File: config.mk
export PLATFORM = sky130hd
export DESIGN_NAME = frame_buf_wr
export DESIGN_NICKNAME = d
export VERILOG_FILES = /design/src/rtl/frame_buf_wr.sv
export SDC_FILE = /design/constraint.sdc
export NUM_CORES = 1
export LEC_CHECK = 0
export CAP_MARGIN = 15
export CORE_ASPECT_RATIO = 1.25
export CORE_MARGIN = 4
export CORE_UTILIZATION = 45
export CTS_CLUSTER_DIAMETER = 150
export DETAILED_ROUTE_END_ITERATION = 16
export PLACE_DENSITY_LB_ADDON = 0.1
export SLEW_MARGIN = 10
export SYNTH_ARGS = -nofsm -noshare
export SYNTH_HDL_FRONTEND = slang
export SYNTH_SLANG_ARGS = --single-unit
export TNS_END_PERCENT = 50
File: constraint.sdc
create_clock -name clk -period 3.2 [get_ports clk]
set_clock_uncertainty 0.1 [all_clocks]
set_input_delay 0.64 -clock clk [delete_from_list [all_inputs] [get_ports clk]]
set_output_delay 0.64 -clock clk [all_outputs]
set_load 0.02 [all_outputs]
File: src/rtl/frame_buf_wr.sv
// Frame capture writer: takes one armed frame of packed 32-bit words into a word-addressed RAM
// through a registered, stallable write port, and reports the byte length and overflow of that frame.
module frame_buf_wr #(
    parameter int ADDR_W    = 15,
    parameter int MAX_WORDS = 2**ADDR_W
) (
    input  logic              clk,
    input  logic              rst_n,
    input  logic              s_vld_i,
    output logic              s_rdy_o,
    input  logic [31:0]       s_data_i,
    input  logic              s_sof_i,
    input  logic              s_eof_i,
    input  logic [1:0]        s_be_i,
    output logic              mem_we_o,
    input  logic              mem_rdy_i,
    output logic [ADDR_W-1:0] mem_addr_o,
    output logic [31:0]       mem_wdata_o,
    output logic [3:0]        mem_wmask_o,
    input  logic              arm_i,
    output logic              busy_o,
    output logic              done_o,
    output logic              ovf_o,
    output logic [ADDR_W+2:0] frame_bytes_o
);

    typedef enum logic [1:0] {IDLE, WAIT_SOF, CAPTURE, DONE} state_t;

    localparam logic [ADDR_W:0]   MAX_IDX   = (ADDR_W+1)'(MAX_WORDS);
    localparam logic [ADDR_W+2:0] MAX_BYTES = (ADDR_W+3)'(MAX_WORDS*4);
    localparam logic [ADDR_W:0]   IDX_ONE   = (ADDR_W+1)'(1);

    state_t              state_q, state_d;
    logic                we_q, we_d;
    logic [ADDR_W-1:0]   addr_q, addr_d;
    logic [31:0]         wdata_q, wdata_d;
    logic [3:0]          wmask_q, wmask_d;
    logic [ADDR_W:0]     idx_q, idx_d;
    logic [ADDR_W+2:0]   bytes_q, bytes_d;
    logic [ADDR_W+2:0]   frame_bytes_q, frame_bytes_d;
    logic                done_q, done_d;
    logic                ovf_q, ovf_d;

    logic                stall, accept, load;
    logic [ADDR_W:0]     load_idx;
    logic [2:0]          word_add;
    logic [3:0]          word_mask;

    function automatic logic [3:0] be_to_mask(input logic [1:0] be);
        case (be)
            2'd0:    be_to_mask = 4'b0001;
            2'd1:    be_to_mask = 4'b0011;
            2'd2:    be_to_mask = 4'b0111;
            default: be_to_mask = 4'b1111;
        endcase
    endfunction

    function automatic logic [ADDR_W+2:0] sat_add(input logic [ADDR_W+2:0] a, input logic [2:0] b);
        logic [ADDR_W+3:0] s;
        s = {1'b0, a} + {{(ADDR_W+1){1'b0}}, b};
        sat_add = (s > {1'b0, MAX_BYTES}) ? MAX_BYTES : s[ADDR_W+2:0];
    endfunction

    function automatic logic [ADDR_W:0] sat_inc(input logic [ADDR_W:0] i);
        sat_inc = (i < MAX_IDX) ? i + IDX_ONE : i;
    endfunction

    assign stall    = we_q & ~mem_rdy_i;
    assign s_rdy_o  = rst_n & (state_q != DONE) & ~stall;
    assign accept   = s_vld_i & s_rdy_o;
    assign word_add = s_eof_i ? ({1'b0, s_be_i} + 3'd1) : 3'd4;
    assign word_mask = s_eof_i ? be_to_mask(s_be_i) : 4'b1111;

    always_comb begin
        state_d       = state_q;
        we_d          = stall;
        addr_d        = addr_q;
        wdata_d       = wdata_q;
        wmask_d       = wmask_q;
        idx_d         = idx_q;
        bytes_d       = bytes_q;
        frame_bytes_d = frame_bytes_q;
        done_d        = 1'b0;
        ovf_d         = ovf_q;
        load          = 1'b0;
        load_idx      = '0;

        case (state_q)
            IDLE: begin
                if (arm_i) begin
                    state_d = WAIT_SOF;
                    ovf_d   = 1'b0;
                end
            end
            WAIT_SOF, CAPTURE: begin
                // A sof word always (re)starts the frame at address 0, even mid-capture
                if (accept && s_sof_i) begin
                    load     = 1'b1;
                    load_idx = '0;
                    idx_d    = IDX_ONE;
                    bytes_d  = sat_add('0, word_add);
                    state_d  = s_eof_i ? DONE : CAPTURE;
                end else if (accept && state_q == CAPTURE) begin
                    load     = 1'b1;
                    load_idx = idx_q;
                    idx_d    = sat_inc(idx_q);
                    bytes_d  = sat_add(bytes_q, word_add);
                    if (s_eof_i) state_d = DONE;
                end
            end
            DONE: begin
                if (!stall) begin
                    done_d        = 1'b1;
                    frame_bytes_d = bytes_q;
                    state_d       = IDLE;
                end
            end
            default: state_d = IDLE;
        endcase

        if (load) begin
            if (load_idx < MAX_IDX) begin
                we_d    = 1'b1;
                addr_d  = load_idx[ADDR_W-1:0];
                wdata_d = s_data_i;
                wmask_d = word_mask;
            end else begin
                ovf_d = 1'b1;
            end
        end
    end

    always_ff @(posedge clk) begin
        if (!rst_n) begin
            state_q       <= IDLE;
            we_q          <= 1'b0;
            addr_q        <= '0;
            wdata_q       <= '0;
            wmask_q       <= '0;
            idx_q         <= '0;
            bytes_q       <= '0;
            frame_bytes_q <= '0;
            done_q        <= 1'b0;
            ovf_q         <= 1'b0;
        end else begin
            state_q       <= state_d;
            we_q          <= we_d;
            addr_q        <= addr_d;
            wdata_q       <= wdata_d;
            wmask_q       <= wmask_d;
            idx_q         <= idx_d;
            bytes_q       <= bytes_d;
            frame_bytes_q <= frame_bytes_d;
            done_q        <= done_d;
            ovf_q         <= ovf_d;
        end
    end

    assign mem_we_o      = we_q;
    assign mem_addr_o    = addr_q;
    assign mem_wdata_o   = wdata_q;
    assign mem_wmask_o   = wmask_q;
    assign busy_o        = (state_q != IDLE);
    assign done_o        = done_q;
    assign ovf_o         = ovf_q;
    assign frame_bytes_o = frame_bytes_q;

endmodule

==> results.txt, run 1 <==
Synth Area in Compound Gates -> 0.164
Total chip power -> 2.77 mW
Critical path class -> in -> reg
Detail Route Antenna Nets -> 0
Placed cell count -> 862
Routed via count -> 4735
Status -> finished, final reports clean
NumNets Final -> 799
Total CTS buffers -> 9
Cell Rows -> 42
Hold Vio Cnt, Final -> 0
Largest family of logic cells by synthesized area -> simple AND/OR/NAND/NOR gates
Top_reg_cell synth -> dfxtp_1
CTS HTree Levels -> 3
Multiplexer area fraction after synthesis -> 0.00628
CP Data Required Time -> 3.36 ns
Final WL -> 14.2 mm
Overflow after GRT -> 0
Final setup violating endpoints -> 0
Seq/Total Area, Yosys -> 0.434
Cell-by-cell trace of the critical path -> dlygate4sd2_1 -> inv_2 -> nor2_2 -> ha_2 -> fa_2 -> buf_4 -> nor3_2 -> nand4_1 -> a2111oi_4 -> and4_4 -> nor3_4 -> a311oi_2
Critical Path Source Type -> input port
Die area -> 12800 sq um
Syn_nets -> 665
Die width -> 102 microns
Final Max Slew Viols -> 0
Number of DRC markers after the initial detailed-route iteration -> 185
Clk_lat worst skew -> 0.34 ns
Clock-pin slew on the worst setup and hold paths -> 0.07 ns
Crit path DAT -> 3.28 ns
Most common library cells after synthesis -> nand2_1 (134), dfxtp_1 (108), a21oi_1 (80)
DP Worst Slack -> -0.825 ns
Peak Freq -> 320 MHz
TritonRoute pass-1 iters -> 5
Top cell type's share of synthesized area -> 0.434
Syn Std Cell Area -> 4980 sq um
Syn Inst Count -> 613
GRT Overall Usage -> 0.222
I/O pins -> 115
CP Capture Type -> register
Fraction of layout instances using a drive strength above 1 -> 0.161
Most numerous cell in the Yosys netlist -> nand2_1
# DRC -> 0
# port buffers -> 114
DR WL/cell -> 16.0 microns
Tmin final -> 3.12 ns
Pleak -> 2.56 nW
Syn_area_per_cell -> 8.12 sq um
Biggest area consumer among synthesized cells -> dfxtp_1
# Max-Cap Violations -> 0
Slowest-stage cell, CP -> fa_2
Worst-margin pin slew -> 0.674 ns
CP max stage delay -> 0.45 ns
Via-to-Cell Ratio -> 5.36
Post-synthesis adder-cell area fraction -> 0.0291
Final non-filler cell total -> 883
Rel. slew slack -> 0.550
Post-route worst setup slack -> 0.0767 ns
Area contributors post-synth -> dfxtp_1 (43%), nand2_1 (10%), a21oi_1 (8.0%)
Clk sinks -> 108
Die H -> 126 microns
Hold Crit Class -> reg -> reg
Starting Density -> 0.465
Ys Warns -> 0
Setup TNS -> 0 ns
Gp weighted congestion -> 1.01
Maximum fanout along the worst path -> 7
Largest net degree at the start of global routing -> 84
FFs w/ async S/R, synth -> 0
Tcrit/Tclk final -> 0.976
Hold_buf cts -> 0
Layout area overhead -> 39.1%
First-pass GRT wire length -> 23.0 mm
CTS tree -> done
Core area -> 10700 sq um
Antenna diodes -> 0
Number of global-route vias before repair -> 4743
Synth Area in Simple Gates -> 0.278
Pwr dens -> 400 nW/um^2
Maximum VDD drop -> 247 uV
Root Driver -> clkbuf_16
Count of flip-flops with a built-in enable after synthesis -> 0
Yosys cell types -> 65
Synth Area in XOR/XNOR -> 0.0317
Initial antenna violation count -> 0
CTS Buffer Depth -> 2
FF+latch count, synth -> 108
Detail Placement HPWL -> 10.1 mm
## critical path: cells and delay by family
family | cells | cell delay (ns)
AND/OR/NAND/NOR | 5 | 0.86
adder cells (fa/ha/maj) | 2 | 0.66
AO/OA/AOI/OAI | 2 | 0.65
buffers and inverters | 3 | 0.46
## final cells by class
cell class,count,area [sq um]
sequential,108,2160
inverter,13,48.8
clock inverter,5,61.3
clock buffer,10,229
timing repair buffer,167,1590
multi-input combinational,448,2670
fill,959,3790
tap,132,165
## per-stage QoR
step	utilization	area (sq um)	hold slack [ns]
detailed placement	0.603	6470	0.347
CTS	0.642	6880	0.358
global route	0.646	6930	0.366
floorplan	-	4990	0.349
global placement	0.603	6470	0.341
finish	0.646	6930	0.354
## logic make-up (layout without fill, tap and decap cells)
logic type               after synthesis  count (layout)
AO/OA/AOI/OAI                        133             133
XOR/XNOR                              18              18
adder cells (fa/ha/maj)               11              11
buffers and inverters                 57             195
flip-flops                           108             108
multiplexers                           3               3
AND/OR/NAND/NOR                      283             283
## state kept, by name, summed over array words and instances, names as in the netlist
name,flops
mem_wmask_o,4
idx_q,16
mem_we_o,1
state_q,2
mem_wdata_o,32
ovf_o,1
mem_addr_o,15
done_o,1
frame_bytes_o,18
bytes_q,18
## placed cells by master (no fill, tap or decap), types with 7 or more instances in the layout
cell type	count
ha_1	7
a21oi_1	80
nor2_1	51
nand2_1	134
nand4_1	14
xnor2_1	7
clkdlybuf4s50_1	111
nor3_1	10
buf_4	47
dfxtp_1	108
and3_1	18
xor2_1	10
o21ai_0	18
clkbuf_16	9
inv_1	9
nand3_1	15
## path summary, 6_finish.rpt
path | cells after the start | slack (ns) | endpoint | startpoint
worst min register to register | 2 | 0.35 | frame_bytes_o[12] | frame_bytes_o[12]
worst min-delay path | 2 | 0.35 | frame_bytes_o[12] | frame_bytes_o[12]
worst max register to register | 9 | 0.40 | bytes_q[13] | state_q[1]
worst max-delay path | 12 | 0.08 | bytes_q[13] | s_eof_i
## power by group
| part | internal [mW] | leakage (nW) | switching [mW] | total [mW] |
|---|---|---|---|---|
| sequential | 1.36 | 0.871 | 0.0101 | 1.37 |
| combinational | 0.130 | 1.55 | 0.146 | 0.276 |
| clock | 0.609 | 0.143 | 0.514 | 1.12 |
## per-layer routing
layer	global-route usage	routed length [microns]	vias up	share of wire
met5	0	0	-	0
met4	0.0996	476	0	0.034
met3	0.0531	664	29	0.047
met2	0.392	7380	98	0.52
met1	0.248	5650	2242	0.40
li1	-	-	2366	-
## what timing repair did
action	CTS	global route
resized for setup	22	13
pin swaps	16	14
endpoints found under the setup margin	17	14
setup buffers	4	2
(Power assumes the default switching activity.)
==> run 2, diff against run 1 <==
- CAP_MARGIN: 15 -> default
- TNS_END_PERCENT: 50 -> default
==> results of run 2 <==
No change in the layout: final DEF, timing and power equal those of run 1.
==> run 3, diff against run 2 <==
- PLACE_DENSITY_LB_ADDON: 0.1 -> 0.3
==> results.txt, run 3 (synthesized netlist as in run 1, its figures left out) <==
Status -> finished, final reports clean (unchanged)
Largest net degree at the start of global routing -> 84 (unchanged)
Maximum fanout along the worst path -> 7 (unchanged)
CP max stage delay -> 0.34 ns (was 0.45 ns)
Worst path bufs/invs -> 4 (was 3)
Initial antenna violation count -> 0 (unchanged)
Worst-margin pin slew -> 0.858 ns (was 0.674 ns)
# Max-Cap Violations -> 0 (unchanged)
Depth of the worst register-to-register path -> 8 (was 9)
Clock-pin slew on the worst setup and hold paths -> 0.07 ns (about the same)
Final WL -> 13.9 mm (was 14.2 mm)
Clk_lat worst skew -> 0.34 ns (about the same)
Die area -> 12800 sq um (unchanged)
Crit path to -> bytes_q[5] (was bytes_q[13])
Worst Setup SP -> s_be_i[0] (was s_eof_i)
Cell Rows -> 42 (unchanged)
Tcrit/Tclk final -> 0.974 (was 0.976)
Cell-by-cell trace of the critical path -> buf_2 -> buf_6 -> ha_1 -> nor2_2 -> inv_2 -> ha_4 -> a21oi_4 -> nor3_4 -> mux2_4 -> a2111oi_4 -> and4_4 -> buf_6 -> nor3_1 -> nor4_4 (was dlygate4sd2_1 -> inv_2 -> nor2_2 -> ha_2 -> fa_2 -> buf_4 -> nor3_2 -> nand4_1 -> a2111oi_4 -> and4_4 -> nor3_4 -> a311oi_2)
Fill cells -> 908 (was 959)
Pwr dens -> 414 nW/um^2 (was 400 nW/um^2)
Pleak -> 2.56 nW (about the same)
Sw Ratio -> 0.238 (was 0.242)
Overflow after GRT -> 0 (unchanged)
Hold Crit Class -> reg -> reg (unchanged)
Largest register FFs -> 32 (unchanged)
Pint -> 2.19 mW (was 2.10 mW)
Worst hold slack -> 0.355 ns (was 0.354 ns)
Tmin final -> 3.12 ns (about the same)
Comb pwr share -> 0.098 (was 0.100)
Worst r2r src -> bytes_q[4] (was state_q[1])
Hold path start -> mem_wdata_o[28] (was frame_bytes_o[12])
Gp weighted congestion -> 0.953 (was 1.01)
Critical path depth -> 14 (was 12)
Crit path DAT -> 3.27 ns (was 3.28 ns)
Met3 Usage GRT -> 0.0642 (was 0.0531)
Final non-filler cell total -> 883 (unchanged)
CP Data Required Time -> 3.36 ns (about the same)
Clock share of power -> 0.427 (was 0.406)
Root Driver -> clkbuf_16 (unchanged)
Die width -> 102 microns (unchanged)
DR WL/cell -> 15.8 microns (was 16.0 microns)
Most common cell after layout, fill and taps aside -> nand2_1 (unchanged)
Fraction of layout instances using a drive strength above 1 -> 0.160 (was 0.161)
Rel. slew slack -> 0.428 (was 0.550)
Layout area overhead -> 39.6% (was 39.1%)
# DRC -> 0 (unchanged)
Reg power frac -> 0.475 (was 0.495)
CP delay by family, top -> simple AND/OR/NAND/NOR gates (unchanged)
Hold_buf cts -> 0 (unchanged)
Routed via count -> 4825 (was 4735)
Clk sinks -> 108 (unchanged)
Antenna diodes -> 0 (unchanged)
CP Capture Type -> register (unchanged)
Total CTS buffers -> 9 (unchanged)
CP most frequent cell -> buf_6
Starting Density -> 0.465 (unchanged)
Peak Freq -> 321 MHz (was 320 MHz)
R2R Path End -> bytes_q[5] (was bytes_q[13])
Met1 Usage GRT -> 0.244 (was 0.248)
CTS tree -> done (unchanged)
Core area -> 10700 sq um (unchanged)
Critical Path Source Type -> input port (unchanged)
Die H -> 126 microns (unchanged)
Critical path class -> in -> reg (unchanged)
Most frequent cells in the layout -> nand2_1 (134), clkdlybuf4s50_1 (111), dfxtp_1 (108) (unchanged)
Placed cell count -> 858 (was 862)
GR Util met2 -> 0.376 (was 0.392)
CTS HTree Levels -> 3 (unchanged)
Net Sw Power -> 686 uW (was 671 uW)
TritonRoute pass-1 iters -> 7 (was 5)
Detail Route Antenna Nets -> 0 (unchanged)
First-pass GRT wire length -> 22.7 mm (was 23.0 mm)
R2R Setup Slk -> 0.35 ns (was 0.40 ns)
NumNets Final -> 798 (was 799)
Final Max Slew Viols -> 0 (unchanged)
I/O pins -> 115 (unchanged)
Total chip power -> 2.88 mW (was 2.77 mW)
Maximum VDD drop -> 281 uV (was 247 uV)
Detail Placement HPWL -> 9.86 mm (was 10.1 mm)
CTS Buffer Depth -> 2 (unchanged)
Hold Vio Cnt, Final -> 0 (unchanged)
GRT Overall Usage -> 0.219 (was 0.222)
GRT busiest layer -> met2 (unchanged)
Number of DRC markers after the initial detailed-route iteration -> 245 (was 185)
Slowest-stage cell, CP -> ha_4 (was fa_2)
Via-to-Cell Ratio -> 5.46 (was 5.36)
Final setup violating endpoints -> 0 (unchanged)
# port buffers -> 114 (unchanged)
Finished Core Util -> 0.648 (was 0.646)
Number of global-route vias before repair -> 4745 (was 4743)
==> run 3: power by group through the flow <==
stage | clock (mW) | combinational, mW | sequential (mW)
3_5_place_dp | 0 | 0.260 | 1.40
6_report | 1.23 | 0.281 | 1.37
3_3_place_gp | 0 | 0.256 | 1.40
4_1_cts | 1.24 | 0.271 | 1.37
5_1_grt | 1.31 | 0.305 | 1.37
2_1_floorplan | 0 | 0.109 | 1.41
==> run 3: worst min-delay path by stage <==
stage,to,cells after the start
after floorplan,frame_bytes_o[0],2
after global placement,frame_bytes_o[10],2
after detailed placement,mem_wdata_o[17],2
after CTS,mem_wdata_o[17],2
after global routing,mem_wdata_o[28],2
final,mem_wdata_o[28],2
==> run 3: worst register-to-register path: stages, from the launching register on <==
cell	delay, ns
dfxtp_1	0.59
nand3_1	0.41
nor3_4	0.32
mux2_4	0.34
a2111oi_4	0.27
and4_4	0.29
buf_6	0.13
nor3_1	0.07
nor4_4	0.25
==> run 3: what timing repair did <==
item	4_1_cts	5_1_grt
setup endpoints to repair	18	14
gates resized for setup	22	18
setup buffers	5	5
pin swaps	14	15
gates cloned	0	0
==> run 3: final cells by class <==
type                            count  area, sq um  area share
Multi-Input combinational cell    448         2690       0.387
Inverter                           13         48.8     0.00702
Timing Repair Buffer              166         1550       0.223
Tap cell                          132          165      0.0238
Clock inverter                      7          105      0.0151
Sequential cell                   108         2160       0.311
Clock buffer                        9          225      0.0324
==> run 3: stage by stage <==
stage / cell area, sq um / worst slack [ns] / setup TNS (ns)
global route: 6950 / -0.0334 / -0.0556
detailed placement: 6410 / -0.760 / -12.42
floorplan: 4990 / 0.00782 / 0
global placement: 6410 / -0.652 / -10.34
finish: 6950 / 0.0847 / 0
CTS: 6840 / 0.0163 / 0
==> run 3: per-layer routing <==
layer | vias up | part of all wire
met4 | 0 | 0.041
met3 | 39 | 0.073
met1 | 2246 | 0.37
met5 | - | 0
li1 | 2374 | -
met2 | 166 | 0.51
